**src/rtl/hack_imem_arbiter_if.sv**
```systemverilog
// Purpose: bundles the CPU fetch, debug/loader and memory-side signals of the imem arbiter.
// Latency: none (wiring only); read data arrives one cycle after a grant.
// Backpressure: req/gnt handshake; requesters hold req/addr/we/wdata until gnt.
interface hack_imem_arbiter_if #(
    parameter int AW = 15,
    parameter int DW = 16
);
    // CPU fetch port
    logic          cpu_req;
    logic [AW-1:0] cpu_addr;
    logic          cpu_gnt;
    logic          cpu_rvalid;
    logic [DW-1:0] cpu_rdata;

    // debug / loader port
    logic          dbg_req;
    logic          dbg_we;
    logic [AW-1:0] dbg_addr;
    logic [DW-1:0] dbg_wdata;
    logic          dbg_halt;
    logic          dbg_gnt;
    logic          dbg_rvalid;
    logic [DW-1:0] dbg_rdata;

    // single-ported memory
    logic [AW-1:0] mem_addr;
    logic          mem_we;
    logic [DW-1:0] mem_wdata;
    logic [DW-1:0] mem_rdata;

    // arbiter side
    modport slave (
        input  cpu_req, cpu_addr,
        input  dbg_req, dbg_we, dbg_addr, dbg_wdata, dbg_halt,
        input  mem_rdata,
        output cpu_gnt, cpu_rvalid, cpu_rdata,
        output dbg_gnt, dbg_rvalid, dbg_rdata,
        output mem_addr, mem_we, mem_wdata
    );

    // requesters plus memory side
    modport master (
        output cpu_req, cpu_addr,
        output dbg_req, dbg_we, dbg_addr, dbg_wdata, dbg_halt,
        output mem_rdata,
        input  cpu_gnt, cpu_rvalid, cpu_rdata,
        input  dbg_gnt, dbg_rvalid, dbg_rdata,
        input  mem_addr, mem_we, mem_wdata
    );
endinterface

```
**src/rtl/hack_imem_arbiter.sv**
```systemverilog
// Purpose: shares the single-ported Hack instruction memory between CPU fetch and a debug/loader port.
// Latency: grant is combinational; read data/rvalid one cycle after the grant, writes commit on the granting edge.
// Backpressure: CPU has priority, debug is forced in after MAX_BURST CPU grants; dbg_halt blocks all CPU grants.
module hack_imem_arbiter #(
    parameter int AW        = 15,
    parameter int DW        = 16,
    parameter int MAX_BURST = 8
) (
    input  logic            clock,
    input  logic            reset_n,
    hack_imem_arbiter_if.slave bus
);
    localparam logic [7:0] BURST_MAX = 8'(MAX_BURST);

    localparam logic [1:0] OWNER_NONE = 2'd0;
    localparam logic [1:0] OWNER_CPU  = 2'd1;
    localparam logic [1:0] OWNER_DBG  = 2'd2;

    logic [7:0] burst_cnt;
    logic [1:0] owner;
    logic       cpu_gnt;
    logic       dbg_gnt;

    // Grant selection: at most one grant per cycle, nothing granted while in reset.
    always_comb begin
        cpu_gnt = 1'b0;
        dbg_gnt = 1'b0;
        if (!reset_n) begin
            cpu_gnt = 1'b0;
            dbg_gnt = 1'b0;
        end else if (bus.dbg_halt) begin
            dbg_gnt = bus.dbg_req;
        end else if (bus.dbg_req && burst_cnt == BURST_MAX) begin
            dbg_gnt = 1'b1;
        end else if (bus.cpu_req) begin
            cpu_gnt = 1'b1;
        end else begin
            dbg_gnt = bus.dbg_req;
        end
    end

    // Count CPU grants taken while debug is waiting; cleared once debug is served or stops asking.
    always_ff @(posedge clock or negedge reset_n) begin
        if (!reset_n) begin
            burst_cnt <= 8'd0;
        end else if (dbg_gnt || !bus.dbg_req) begin
            burst_cnt <= 8'd0;
        end else if (cpu_gnt && burst_cnt != BURST_MAX) begin
            burst_cnt <= burst_cnt + 8'd1;
        end
    end

    // Remember who issued the read so the returning word is steered to the right valid.
    always_ff @(posedge clock or negedge reset_n) begin
        if (!reset_n) begin
            owner <= OWNER_NONE;
        end else if (cpu_gnt) begin
            owner <= OWNER_CPU;
        end else if (dbg_gnt && !bus.dbg_we) begin
            owner <= OWNER_DBG;
        end else begin
            owner <= OWNER_NONE;
        end
    end

    // With no grant the memory sees a harmless CPU-address read that nobody collects.
    assign bus.cpu_gnt    = cpu_gnt;
    assign bus.dbg_gnt    = dbg_gnt;
    assign bus.mem_addr   = dbg_gnt ? bus.dbg_addr : bus.cpu_addr;
    assign bus.mem_we     = dbg_gnt & bus.dbg_we;
    assign bus.mem_wdata  = bus.dbg_wdata;

    assign bus.cpu_rvalid = (owner == OWNER_CPU);
    assign bus.dbg_rvalid = (owner == OWNER_DBG);
    assign bus.cpu_rdata  = bus.mem_rdata;
    assign bus.dbg_rdata  = bus.mem_rdata;
endmodule

```
**src/flat_wrapper.sv**
```systemverilog
// flat-port wrapper written by rule: the top's interface ports become plain ports
module hack_imem_arbiter_flat 
#(
    parameter int AW        = 15,
    parameter int DW        = 16,
    parameter int MAX_BURST = 8
)
  (clock, reset_n, bus_cpu_req, bus_cpu_addr, bus_dbg_req, bus_dbg_we, bus_dbg_addr, bus_dbg_wdata, bus_dbg_halt, bus_mem_rdata, bus_cpu_gnt, bus_cpu_rvalid, bus_cpu_rdata, bus_dbg_gnt, bus_dbg_rvalid, bus_dbg_rdata, bus_mem_addr, bus_mem_we, bus_mem_wdata);
  hack_imem_arbiter_if #(.AW(AW), .DW(DW)) bus_i ();
  input  logic clock;
  input  logic reset_n;
  input wire logic [$bits(bus_i.cpu_req)-1:0] bus_cpu_req;
  input wire logic [$bits(bus_i.cpu_addr)-1:0] bus_cpu_addr;
  input wire logic [$bits(bus_i.dbg_req)-1:0] bus_dbg_req;
  input wire logic [$bits(bus_i.dbg_we)-1:0] bus_dbg_we;
  input wire logic [$bits(bus_i.dbg_addr)-1:0] bus_dbg_addr;
  input wire logic [$bits(bus_i.dbg_wdata)-1:0] bus_dbg_wdata;
  input wire logic [$bits(bus_i.dbg_halt)-1:0] bus_dbg_halt;
  input wire logic [$bits(bus_i.mem_rdata)-1:0] bus_mem_rdata;
  output wire logic [$bits(bus_i.cpu_gnt)-1:0] bus_cpu_gnt;
  output wire logic [$bits(bus_i.cpu_rvalid)-1:0] bus_cpu_rvalid;
  output wire logic [$bits(bus_i.cpu_rdata)-1:0] bus_cpu_rdata;
  output wire logic [$bits(bus_i.dbg_gnt)-1:0] bus_dbg_gnt;
  output wire logic [$bits(bus_i.dbg_rvalid)-1:0] bus_dbg_rvalid;
  output wire logic [$bits(bus_i.dbg_rdata)-1:0] bus_dbg_rdata;
  output wire logic [$bits(bus_i.mem_addr)-1:0] bus_mem_addr;
  output wire logic [$bits(bus_i.mem_we)-1:0] bus_mem_we;
  output wire logic [$bits(bus_i.mem_wdata)-1:0] bus_mem_wdata;
  assign bus_i.cpu_req = bus_cpu_req;
  assign bus_i.cpu_addr = bus_cpu_addr;
  assign bus_i.dbg_req = bus_dbg_req;
  assign bus_i.dbg_we = bus_dbg_we;
  assign bus_i.dbg_addr = bus_dbg_addr;
  assign bus_i.dbg_wdata = bus_dbg_wdata;
  assign bus_i.dbg_halt = bus_dbg_halt;
  assign bus_i.mem_rdata = bus_mem_rdata;
  assign bus_cpu_gnt = bus_i.cpu_gnt;
  assign bus_cpu_rvalid = bus_i.cpu_rvalid;
  assign bus_cpu_rdata = bus_i.cpu_rdata;
  assign bus_dbg_gnt = bus_i.dbg_gnt;
  assign bus_dbg_rvalid = bus_i.dbg_rvalid;
  assign bus_dbg_rdata = bus_i.dbg_rdata;
  assign bus_mem_addr = bus_i.mem_addr;
  assign bus_mem_we = bus_i.mem_we;
  assign bus_mem_wdata = bus_i.mem_wdata;
  hack_imem_arbiter #(.AW(AW), .DW(DW), .MAX_BURST(MAX_BURST)) u_core (.clock(clock), .reset_n(reset_n), .bus(bus_i));
endmodule
```
**config.mk**
```make
export PLATFORM = sky130hd
export DESIGN_NAME = hack_imem_arbiter_flat
export DESIGN_NICKNAME = d
export VERILOG_FILES = /design/src/rtl/hack_imem_arbiter_if.sv /design/src/rtl/hack_imem_arbiter.sv /design/src/flat_wrapper.sv
export SDC_FILE = /design/constraint.sdc
export NUM_CORES = 1
export LEC_CHECK = 0
export CAP_MARGIN = 20
export CORE_ASPECT_RATIO = 1.1
export CORE_MARGIN = 2
export CORE_UTILIZATION = 30
export CTS_CLUSTER_DIAMETER = 50
export DETAILED_ROUTE_END_ITERATION = 10
export PLACE_DENSITY = 0.88
export SLEW_MARGIN = 10
export SYNTH_ARGS = -nofsm -noshare
export SYNTH_HDL_FRONTEND = slang
export SYNTH_SLANG_ARGS = --single-unit
```
**constraint.sdc**
```tcl
create_clock -name clock -period 5.2 [get_ports clock]
set_input_delay 1.56 -clock clock [delete_from_list [all_inputs] [get_ports clock]]
set_output_delay 1.56 -clock clock [all_outputs]
set_load 0.1 [all_outputs]
```
==> results.tsv, run 1 <==
stage	metric	value	unit
routing	via_per_inst	4.51	
worst_hold_path	hold_depth	2	
power	power_density	217	nW/um^2
cells_and_area	fin_area	1670	um^2
placement	portBuffers	55	
sta	final-max-slew-violation-count	0	
sta	maxSlewHeadroom	0.358	
placement	dp_hpwl	2.14	mm
global_route	gr-total-overflow	0	
cells_and_area	antenna_cells	0	
clock_network	htreeDepth	1	
routing	route.detailed.drc	0	
sta	worstMarginPinSlew	0.960	ns
clock_network	cts_sinks	10	
critical_path	reg2regPathDepth	4	
sta	clock_skew	0.00160	ns
yosys	syn_area_per_cell	9.53	um^2
clock_network	root_buffer	clkbuf_8	
floorplan	die_w	64.1	um
worst_hold_path	hold_class	reg -> reg	
critical_path	r2r_slack	3.30	ns
floorplan	initial_core_util	0.307	
cells_and_area	fin_nets	207	
run	cap_violations	0	
floorplan	coreArea	3870	um^2
cells_and_area	register_area	250	um^2
placement	gp_congestion	0.775	
floorplan	die_h	70.1	um
critical_path	cp.arrival	3.24	ns
yosys	ys_seq_area_frac	0.210	
sta	max_freq	208	MHz
clock_network	cts_tree	done	
cells_and_area	syn_to_final_growth	40.1	%
global_route	grt_pass1_wl	4.42	mm
yosys	synth_area	1190	um^2
worst_hold_path	min_to	u_core.burst_cnt[1]$_DFFE_PN0P_	
sta	fin_crit	4.80	ns
sta	setup_tns	0	ns
global_route	grt_max_degree	18	
yosys	ys_ff_latch	10	
clock_network	clkTransAtPathRegs	0.05	ns
critical_path	max_stage_delay	0.47	ns
global_route	grt_pass1_vias	892	
routing	dr_total_vias	848	
sta	setup_viol	0	
critical_path	r2r-end	u_core.burst_cnt[2]$_DFFE_PN0P_	
sta	hold_violations	0	
routing	dr.pass1.iters	4	
critical_path	worstPathMaxFanout	17	
yosys	yosys.area.top_type	buf_4	
cells_and_area	multiInputGateArea	542	um^2
yosys	syn_nets	195	
clock_network	cts-hold-fix-buffers	0	
clock_network	cts_buffers	3	
critical_path	cp_slowest_cell	clkdlybuf4s50_1	
placement	placed_cell_area	1610	um^2
critical_path	cp_num_buf_inv	2	
critical_path	critPathCaptureType	output port	
worst_hold_path	min-delay-start	u_core.burst_cnt[1]$_DFFE_PN0P_	
critical_path	cp.required	3.64	ns
routing	routed_wl	2.71	mm
floorplan	boundaryPins	136	
critical_path	cp-start-kind	primary input	
sta	setup_slack	0.400	ns
clock_network	cts_setup_buffers	0	
yosys	synth.area.top_cells	buf_4 (30%), dfrtp_1 (21%), mux2_4 (10%)	
cells_and_area	drive_above_1_share	0.324	
global_route	antenna_found_initial	0	
yosys	ys_warn_count	0	
global_route	grt_usage	0.124	
yosys	netlist-cell-type-count	32	
sta	min_period_over_period	0.923	
power	peakVddDrop	0.0000570	V
routing	drtIter0Drc	46	
routing	drtAntennaViolNets	0	
clock_network	clk_latency	0.24	ns
placement	dp.cells	184	
sta	grt_setup_unrepaired	false	
critical_path	worstPathCellList	clkdlybuf4s50_1, nand2b_1, a41oi_4, nor2_8, mux2_2, buf_12	
critical_path	reg2reg_from	u_core.burst_cnt[5]$_DFFE_PN0P_	
critical_path	path_class	in -> out	
yosys	syn_inst	125	
clock_network	cts_resized	0	
placement	dp_slack	0.396	ns
floorplan	dieArea	4490	um^2
floorplan	rows	24	
yosys	synth_top_cell_area_share	0.303	
run_status	status	complete, no violations	
cells_and_area	nFillCells	346	
cells_and_area	instances_no_fill	188	
critical_path	critPathTopFamily	buffers and inverters	
power	leakage	0.000674	uW
routing	avgRoutedWirePerCell	14.4	um
clock_network	cts_buffer_depth	2	
-- power breakdown --
group | internal [uW] | total (uW) | switching (uW)
Combinational | 77.4 | 184 | 107
Clock | 66.7 | 99.1 | 32.4
Sequential | 78.9 | 79.5 | 0.581
Total | 223 | 363 | 140
-- area by class of cell --
cell class | instances | area share
Tap cell | 52 | 0.0390
Clock buffer | 4 | 0.0330
Inverter | 5 | 0.0112
Timing Repair Buffer | 56 | 0.442
Sequential cell | 10 | 0.150
Multi-Input combinational cell | 61 | 0.325
-- cell usage after synthesis, drive strengths merged --
library cell,number
and3,2
a22oi,1
a21boi,3
o21ai,1
and2,1
nor3,2
nand4b,1
a41oi,1
a311oi,1
a21oi,2
nand4,2
buf,49
nor2,7
nand2,5
xnor2,4
dfrtp,10
nor2b,2
ha,2
mux2,15
a31oi,1
inv,5
and4,1
nor3b,1
nand3b,1
nand2b,1
nand3,2
nor4,2
-- logic make-up after synthesis --
logic type,Yosys count,share of synthesized area
adder cells (fa/ha/maj),2,0.0210
multiplexers,15,0.167
flip-flops,10,0.210
XOR/XNOR,4,0.0294
AND/OR/NAND/NOR,30,0.164
AO/OA/AOI/OAI,10,0.0735
buffers and inverters,54,0.335
-- flip-flops by register name (all words and copies together) (netlist names) --
| signal | flops |
|---|---|
| u_core.owner | 2 |
| u_core.burst_cnt | 8 |
-- worst max path at each step --
stage,startpoint,endpoint,slack [ns],cells after the start
6_report,bus_dbg_halt,bus_mem_addr[5],0.40,6
5_1_grt,bus_dbg_req,bus_mem_addr[5],0.29,5
4_1_cts,bus_dbg_halt,bus_mem_addr[1],0.39,6
3_5_place_dp,bus_dbg_halt,bus_mem_addr[1],0.40,6
3_3_place_gp,bus_dbg_halt,bus_mem_addr[4],0.43,6
2_1_floorplan,bus_dbg_halt,bus_cpu_gnt,0.37,2
-- layout by cell type (no fill, tap or decap), types with 2 or more instances in the layout --
| master | n |
|---|---|
| nand3_1 | 2 |
| xnor2_1 | 4 |
| nand4_1 | 2 |
| nand2_1 | 5 |
| nor2_1 | 6 |
| nor3_1 | 2 |
| a21oi_1 | 2 |
| a21boi_0 | 3 |
| mux2_4 | 8 |
| dfrtp_1 | 10 |
| buf_12 | 18 |
| inv_1 | 5 |
| clkdlybuf4s50_1 | 37 |
| mux2_2 | 7 |
| ha_1 | 2 |
| clkbuf_8 | 4 |
| nor2b_1 | 2 |
-- worst min-delay path, cell delays in order (launching register included) --
cell      delay (ns)
dfrtp_1         0.40
nand2_1         0.06
a21boi_0        0.07
-- per-layer routing --
metal / vias to the layer above / GRT usage / share of wire
met3: 11 / 0.0306 / 0.091
met1: 389 / 0.138 / 0.38
met4: 0 / 0.0507 / 0.021
li1: 398 / - / -
met5: - / 0 / 0
met2: 50 / 0.220 / 0.51
-- stage by stage --
step | util | hold WS, ns | total power [uW]
2_1_floorplan | - | 0.544 | 361
3_3_place_gp | 0.417 | 0.564 | 264
3_5_place_dp | 0.417 | 0.579 | 266
4_1_cts | 0.431 | 0.585 | 365
5_1_grt | 0.431 | 0.613 | 373
6_report | 0.431 | 0.578 | 363
(Power assumes the default switching activity.)
==> inputs of run 2 (changes only) <==
Settings changed: CORE_MARGIN 2 to 10.
==> results.tsv, run 2 (synthesized netlist as in run 1, its figures left out) <==
stage	metric	value	unit
run_status	status	complete, no violations	
global_route	grt_pass1_wl	4.84	mm
power	power_density	209	nW/um^2
cells_and_area	antenna_cells	0	
clock_network	clkTransAtPathRegs	0.04	ns
sta	hold_violations	0	
routing	drtIter0Drc	47	
placement	gp_congestion	0.763	
routing	dr.pass1.iters	4	
worst_hold_path	hold_class	reg -> reg	
clock_network	cts_sinks	10	
sta	min_period_over_period	0.923	
cells_and_area	fin_area	1650	um^2
clock_network	cts_setup_buffers	0	
critical_path	cp-start-kind	primary input	
sta	grt_setup_unrepaired	false	
cells_and_area	largest_register	u_core.burst_cnt	
routing	routed_wl	3.06	mm
clock_network	clk_latency	0.24	ns
clock_network	cts_buffers	3	
floorplan	boundaryPins	136	
cells_and_area	layout_commonest_cell	clkdlybuf4s50_1	
clock_network	cts_resized	0	
global_route	grt_max_degree	18	
power	p_total	345	uW
floorplan	coreArea	3740	um^2
routing	route.detailed.drc	0	
critical_path	cp.arrival	3.24	ns
global_route	antenna_found_initial	0	
power	leakage	0.000667	uW
cells_and_area	top_regs	u_core.burst_cnt: 8 flops, u_core.owner: 2 flops	
sta	clock_skew	0.00209	ns
floorplan	rows	23	
sta	maxSlewHeadroom	0.347	
routing	dr_total_vias	833	
clock_network	cts_tree	done	
global_route	grt_pass1_vias	933	
sta	worstMarginPinSlew	0.976	ns
sta	max_freq	208	MHz
global_route	gr-total-overflow	0	
floorplan	dieArea	6890	um^2
critical_path	critPathCaptureType	output port	
sta	fin_crit	4.80	ns
clock_network	cts-hold-fix-buffers	0	
clock_network	htreeDepth	1	
placement	portBuffers	55	
cells_and_area	largest_reg_flops	8	
critical_path	cp.required	3.64	ns
sta	final-max-slew-violation-count	0	
run	cap_violations	0	
clock_network	root_buffer	clkbuf_8	
cells_and_area	syn_to_final_growth	38.8	%
clock_network	cts_buffer_depth	2	
cells_and_area	most-common-layout-cells	clkdlybuf4s50_1 (37), buf_12 (18), dfrtp_1 (10)	
power	peakVddDrop	0.0000502	V
sta	holdWs	0.579	ns
floorplan	die_h	86.1	um
cells_and_area	drive_above_1_share	0.319	
routing	via_per_inst	4.50	
floorplan	die_w	80.1	um
sta	setup_viol	0	
placement	dp_hpwl	2.60	mm
critical_path	path_class	in -> out	
sta	setup_tns	0	ns
routing	avgRoutedWirePerCell	16.5	um
critical_path	worstPathMaxFanout	17	
floorplan	initial_core_util	0.318	
cells_and_area	fin_nets	207	
routing	drtAntennaViolNets	0	
global_route	grt_usage	0.0891	
placement	placed_cell_area	1610	um^2
-- run 2: metrics by stage --
step	instances	setup slack, ns	utilization
2_1_floorplan	125	0.375	-
3_3_place_gp	182	0.420	0.431
3_5_place_dp	182	0.396	0.431
4_1_cts	185	0.396	0.442
5_1_grt	185	0.292	0.442
6_report	185	0.400	0.442
-- run 2: worst paths after layout --
path | end | slack (ns) | cells after the start | from
min in group asynchronous | u_core.owner[1]$_DFF_PN0_ | 1.71 | 2 | reset_n
setup / recovery | bus_mem_addr[0] | 0.40 | 6 | bus_dbg_halt
hold reg to reg | u_core.burst_cnt[1]$_DFFE_PN0P_ | 0.58 | 2 | u_core.burst_cnt[1]$_DFFE_PN0P_
hold / removal | u_core.burst_cnt[1]$_DFFE_PN0P_ | 0.58 | 2 | u_core.burst_cnt[1]$_DFFE_PN0P_
setup reg to reg | u_core.burst_cnt[5]$_DFFE_PN0P_ | 3.26 | 4 | u_core.burst_cnt[5]$_DFFE_PN0P_
max in group asynchronous | u_core.owner[0]$_DFF_PN0_ | 3.32 | 2 | reset_n
-- run 2: power by group --
| group | switching [uW] | internal (uW) | total (uW) |
|---|---|---|---|
| Clock | 29.6 | 50.6 | 80.3 |
| Combinational | 108 | 77.4 | 185 |
| Sequential | 0.618 | 79.0 | 79.6 |
| Total | 138 | 207 | 345 |
-- run 2: critical path, cell delays in order --
cell and delay (ns):
clkdlybuf4s50_1 0.47, nand2b_1 0.15, a41oi_4 0.08, nor2_8 0.38
mux2_2 0.41, buf_12 0.17
-- run 2: layout make-up --
cell class / instances / area (um^2)
sequential: 10 / 250
tap: 50 / 62.6
multi-input combinational: 61 / 542
inverter: 5 / 18.8
fill: 349 / 2090
clock buffer: 3 / 41.3
timing repair buffer: 56 / 738
-- run 2: layer usage --
metal  track usage  vias up  share of wire
li1              -      395              -
met1        0.0887      377           0.37
met2         0.156       52           0.49
met3        0.0324        9           0.11
met4        0.0481        0          0.024
met5             0        -              0
